**src/rtl/vector_sequencer.sv**
```systemverilog
// Steps through a small vector table in wrap, one-shot or ping-pong order,
// presenting one registered entry per cycle while in RUN.
module vector_sequencer #(
  parameter int WIDTH = 8,
  parameter int DEPTH = 4,
  parameter int IDX_W = (DEPTH > 1) ? $clog2(DEPTH) : 1
) (
  input  logic             clk,
  input  logic             reset,
  input  logic             wr_en,
  input  logic [IDX_W-1:0] wr_addr,
  input  logic [WIDTH-1:0] wr_data,
  input  logic [1:0]       mode,
  input  logic             start,
  input  logic             stop,
  output logic [WIDTH-1:0] vector,
  output logic             vector_valid,
  output logic [IDX_W-1:0] index,
  output logic             busy,
  output logic             done,
  output logic [15:0]      pass_count,
  output logic [1:0]       state_dbg
);

  localparam logic [1:0] S_IDLE = 2'd0;
  localparam logic [1:0] S_RUN  = 2'd1;
  localparam logic [1:0] S_DONE = 2'd2;

  localparam logic [1:0] M_WRAP = 2'd0;
  localparam logic [1:0] M_ONE  = 2'd1;
  localparam logic [1:0] M_PP   = 2'd2;

  localparam logic [IDX_W-1:0] IDX_ONE  = IDX_W'(1);
  localparam logic [IDX_W-1:0] IDX_LAST = IDX_W'(DEPTH - 1);
  localparam logic [IDX_W:0]   DEPTH_C  = (IDX_W + 1)'(DEPTH);

  logic [WIDTH-1:0] mem_q [DEPTH];

  logic [1:0]       state_q, state_d;
  logic [1:0]       mode_q, mode_d;
  logic             dir_q, dir_d;
  logic [WIDTH-1:0] vec_q, vec_d;
  logic             valid_q, valid_d;
  logic [IDX_W-1:0] idx_q, idx_d;
  logic             done_q, done_d;
  logic [15:0]      pcnt_q, pcnt_d;

  logic [1:0]       eff_mode;
  logic [IDX_W-1:0] rd_idx;
  logic             load;
  logic             pass_inc;

  // Table has no reset; a same-cycle read of the written address sees old data.
  always_ff @(posedge clk) begin
    if (wr_en && ({1'b0, wr_addr} < DEPTH_C)) begin
      mem_q[wr_addr] <= wr_data;
    end
  end

  always_comb begin
    // Ping-pong with one or two entries is identical to wrap; reserved mode wraps.
    eff_mode = M_WRAP;
    if (mode == M_ONE) begin
      eff_mode = M_ONE;
    end else if (mode == M_PP && DEPTH > 2) begin
      eff_mode = M_PP;
    end

    state_d  = state_q;
    mode_d   = mode_q;
    dir_d    = dir_q;
    vec_d    = vec_q;
    valid_d  = valid_q;
    idx_d    = idx_q;
    done_d   = 1'b0;
    pcnt_d   = pcnt_q;
    rd_idx   = idx_q;
    load     = 1'b0;
    pass_inc = 1'b0;

    case (state_q)
      S_IDLE: begin
        if (start && !stop) begin
          state_d = S_RUN;
          mode_d  = eff_mode;
          dir_d   = 1'b0;
          rd_idx  = '0;
          load    = 1'b1;
          pcnt_d  = (eff_mode == M_WRAP && DEPTH == 1) ? 16'd1 : 16'd0;
        end
      end
      S_RUN: begin
        if (stop) begin
          state_d = S_IDLE;
          valid_d = 1'b0;
        end else begin
          case (mode_q)
            M_ONE: begin
              if (idx_q == IDX_LAST) begin
                state_d  = S_DONE;
                valid_d  = 1'b0;
                done_d   = 1'b1;
                pass_inc = 1'b1;
              end else begin
                rd_idx = idx_q + IDX_ONE;
                load   = 1'b1;
              end
            end
            M_PP: begin
              if (!dir_q) begin
                if (idx_q == IDX_LAST) begin
                  rd_idx = idx_q - IDX_ONE;
                  dir_d  = 1'b1;
                end else begin
                  rd_idx = idx_q + IDX_ONE;
                end
              end else begin
                if (idx_q == '0) begin
                  rd_idx = IDX_ONE;
                  dir_d  = 1'b0;
                end else begin
                  rd_idx = idx_q - IDX_ONE;
                end
              end
              load     = 1'b1;
              pass_inc = (rd_idx == '0);
            end
            default: begin
              rd_idx   = (idx_q == IDX_LAST) ? '0 : idx_q + IDX_ONE;
              load     = 1'b1;
              pass_inc = (rd_idx == IDX_LAST);
            end
          endcase
        end
      end
      S_DONE: begin
        state_d = S_IDLE;
      end
      default: begin
        state_d = S_IDLE;
      end
    endcase

    if (load) begin
      vec_d   = mem_q[rd_idx];
      idx_d   = rd_idx;
      valid_d = 1'b1;
    end
    if (pass_inc && pcnt_q != 16'hFFFF) begin
      pcnt_d = pcnt_q + 16'd1;
    end
  end

  always_ff @(posedge clk or negedge reset) begin
    if (!reset) begin
      state_q <= S_IDLE;
      mode_q  <= M_WRAP;
      dir_q   <= 1'b0;
      vec_q   <= '0;
      valid_q <= 1'b0;
      idx_q   <= '0;
      done_q  <= 1'b0;
      pcnt_q  <= '0;
    end else begin
      state_q <= state_d;
      mode_q  <= mode_d;
      dir_q   <= dir_d;
      vec_q   <= vec_d;
      valid_q <= valid_d;
      idx_q   <= idx_d;
      done_q  <= done_d;
      pcnt_q  <= pcnt_d;
    end
  end

  assign vector       = vec_q;
  assign vector_valid = valid_q;
  assign index        = idx_q;
  assign busy         = (state_q == S_RUN);
  assign done         = done_q;
  assign pass_count   = pcnt_q;
  assign state_dbg    = state_q;

endmodule

```
**config.mk**
```make
export PLATFORM = sky130hd
export DESIGN_NAME = vector_sequencer
export DESIGN_NICKNAME = d
export VERILOG_FILES = /design/src/rtl/vector_sequencer.sv
export SDC_FILE = /design/constraint.sdc
export NUM_CORES = 1
export LEC_CHECK = 0
export CAP_MARGIN = 10
export CORE_MARGIN = 4
export CORE_UTILIZATION = 28
export DETAILED_ROUTE_END_ITERATION = 8
export DONT_BUFFER_PORTS = 1
export PLACE_DENSITY = 0.39
export SYNTH_ARGS = -nofsm -noshare
export SYNTH_HDL_FRONTEND = slang
export SYNTH_SLANG_ARGS = --single-unit
```
**constraint.sdc**
```tcl
create_clock -name clk -period 3 [get_ports clk]
set_input_delay 0.75 -clock clk [delete_from_list [all_inputs] [get_ports clk]]
set_output_delay 0.75 -clock clk [all_outputs]
set_load 0.02 [all_outputs]
```
==> metrics.txt <==
Post-synth EDFFs=32; Final Critical Period=between 2000 and 2500 ps; Synth-to-Final Area Change=14.3%; Worst EP required=3230 ps; FILL cells=around 1100; setup TNS=0 ps; Seq/Total Area, Yosys=between 50% and 60%; max-slew violations=0; Num CTS Buffers=9; drt via density=roughly 5; Slew HR=49.1%; total global routing overflow=0; synthesized area=3130 um2; Detail Route Antenna Nets=0; critical path capture point type=flip-flop; Chip Width=between 100 and 150 um; routability cong.=about 0.73; async set or reset register ratio after synthesis=between 50% and 60%; flip-flop and latch area=between 1500 and 2000 um2; vias in the first global route=~2200; Cell Rows=38; Placed Area=around 3400 um2; IO Port Bufs=0; min-delay worst type=input port to async pin; final setup vio count=0; All-Layer GR Usage=approximately an eighth; layout cells sized above 1=16.1%; boundary pin count=48; RR Startpoint=index[0]; Initial Util=approximately 29%; residual DRC count=0; Clock Latency Late Sink=approximately 350 ps; Least-Margin Pin Slew=760 ps; CTS root buffer=clkbuf_8; die area=about 13000 um2; H-tree levels=3; Multi-input gate area=around 1300 um2; First-pass DRT Iterations=5; Final nets=306; unrepaired setup endpoints after global routing=false; slowest cell delay on critical path=between 500 and 600 ps; reg-to-reg endpoint=vector[2]; top cells by area, synth=edfxtp_1 (31%), dfrtp_1 (26%), ha_1 (3.2%); cells on worst reg2reg path=6; area leader, netlist=edfxtp_1; DRT iter0 DRCs=~140; status=finished, final reports clean; Hold Worst Slack=88.6 ps; Avg Cell Area, Syn=approximately 12 um2; Hold Vio Cnt, Final=0; skew final=14.2 ps; Bufs on Longest Clock Path=2; cells along the critical path=ha_1, nand2b_1, a311oi_1, o31a_1, a21oi_1, a221oi_1; IR drop worst, VDD=0.290 mV; synth warn=0; hpwl dp=between 5000 and 6000 um; per-cell routed wire length=~18 um; Main synth FF type=dfrtp_1; FMAX=414 MHz; Core Area=10900 um2; antenna violations before repair=0; met1 Resource Use GR=16.0%; Worst-path clk slew=roughly 80 ps; reg-to-reg slack, setup=a little under 600 ps; LEAKAGE=around 1.4 nW; aggregate routed wire length=between 7000 and 8000 um; Ant. Diodes=0; Crit Path Class=flip-flop to flip-flop; CP Launch Type=flip-flop; quantity of hold-fixing buffers added after cts=0; met3 Track Usage GR=about 4.4%; postcts setup bufs=0; post-route cell area=between 3000 and 4000 um2; Yosys top cell area share=a little under a third; Crit-path slowest cell=a311oi_1; Synth Register Bits=65; post-CTS sizing=0; busiest grt layer=met2; fin crit share=approximately four fifths; Sink Count=65; Cell Pwr Density=between 600 and 700 nW/um2; Crit Path Max Fanout=9; arrival time at the worst endpoint=between 2000 and 3000 ps; dpl ws=557 ps; first-pass GRT wire length=roughly 12000 um; final worst slack=582 ps; MaxCap Viol Count=0; most common library cell in the layout ignoring fill and taps=dfrtp_1; largest net degree at the start of global routing=34; Yosys cell types=65; via count=~2100; Gate Count Post-Synth=between 200 and 300; met2 Use GR=19.7%; most frequent cells in the layout=dfrtp_1 (33), edfxtp_1 (32), nand2_1 (24), nor2_1 (19), buf_4 (13); die height=114 um; CTS tree=yes; Post-Syn Nets=290
-- layout make-up --
cell class	count	share of cell area [%]
well taps	140	4.90
repair buffers	13	2.73
inverters	8	0.840
clock inverters	7	2.63
clock buffers	9	3.47
flip-flops and latches	65	50.0
multi-input cells	184	35.5
-- power by group --
group | total (mW) | leakage [nW] | switching (mW) | internal (mW)
Clock | 0.823 | 0.109 | 0.355 | 0.468
Combinational | 0.386 | 0.546 | 0.235 | 0.151
Sequential | 1.13 | 0.717 | 0.112 | 1.02
-- critical path: cells and delay by family, from the launching register on --
family / cells / cell delay, ps
and+or+nand+nor: 1 / 170
adders and majority gates: 1 / 290
DFF: 1 / 410
AOI/OAI and AO/OA: 4 / 1430
-- metrics by stage --
step	instances	total power [mW]	utilization, %
3_5_place_dp	410	1.54	30.8
6_report	426	2.34	32.8
4_1_cts	426	2.39	32.8
5_1_grt	426	2.47	32.8
2_1_floorplan	265	1.42	-
3_3_place_gp	410	1.55	30.8
-- how the worst max path moves through the flow --
stage	from	endpoint
after global placement	index[1]	pass_count[1]
after CTS	pass_count[6]	pass_count[0]
final	index[0]	vector[2]
after floorplan	index[0]	pass_count[13]
after global routing	index[0]	vector[5]
after detailed placement	index[0]	vector[2]
-- registers in the layout (all words and copies together) (netlist names) --
signal / cells
mem_q: 32
pass_count: 16
mode_q: 2
vector: 8
dir_q: 1
state_dbg: 2
index: 2
done: 1
vector_valid: 1
-- synth_stat cells, drive strengths merged, types with 5 or more instances --
cell type  instances
a21oi             11
a221o              8
a221oi             7
and2               5
buf                6
dfrtp             33
edfxtp            32
ha                 8
inv                8
mux2i              8
nand2             24
nand2b             6
nand3             11
nor2              21
nor3               6
nor4               8
o21ai             11
-- layer usage --
layer | part of all wire (%) | wire length [um]
met2 | 48 | 3630
met1 | 44 | 3340
met3 | 6.0 | 452
met5 | 0 | 0
met4 | 1.4 | 109
-- kinds of logic after synthesis --
kind of cell	after synthesis	share of synthesized area, %
mux	9	2.92
buf+inv	16	2.60
xor+xnor	2	0.560
simple gates	103	18.2
flops	65	57.1
compound gates	62	15.4
fa+ha+maj	8	3.20
Note: power is estimated with default switching activity, not from simulation.
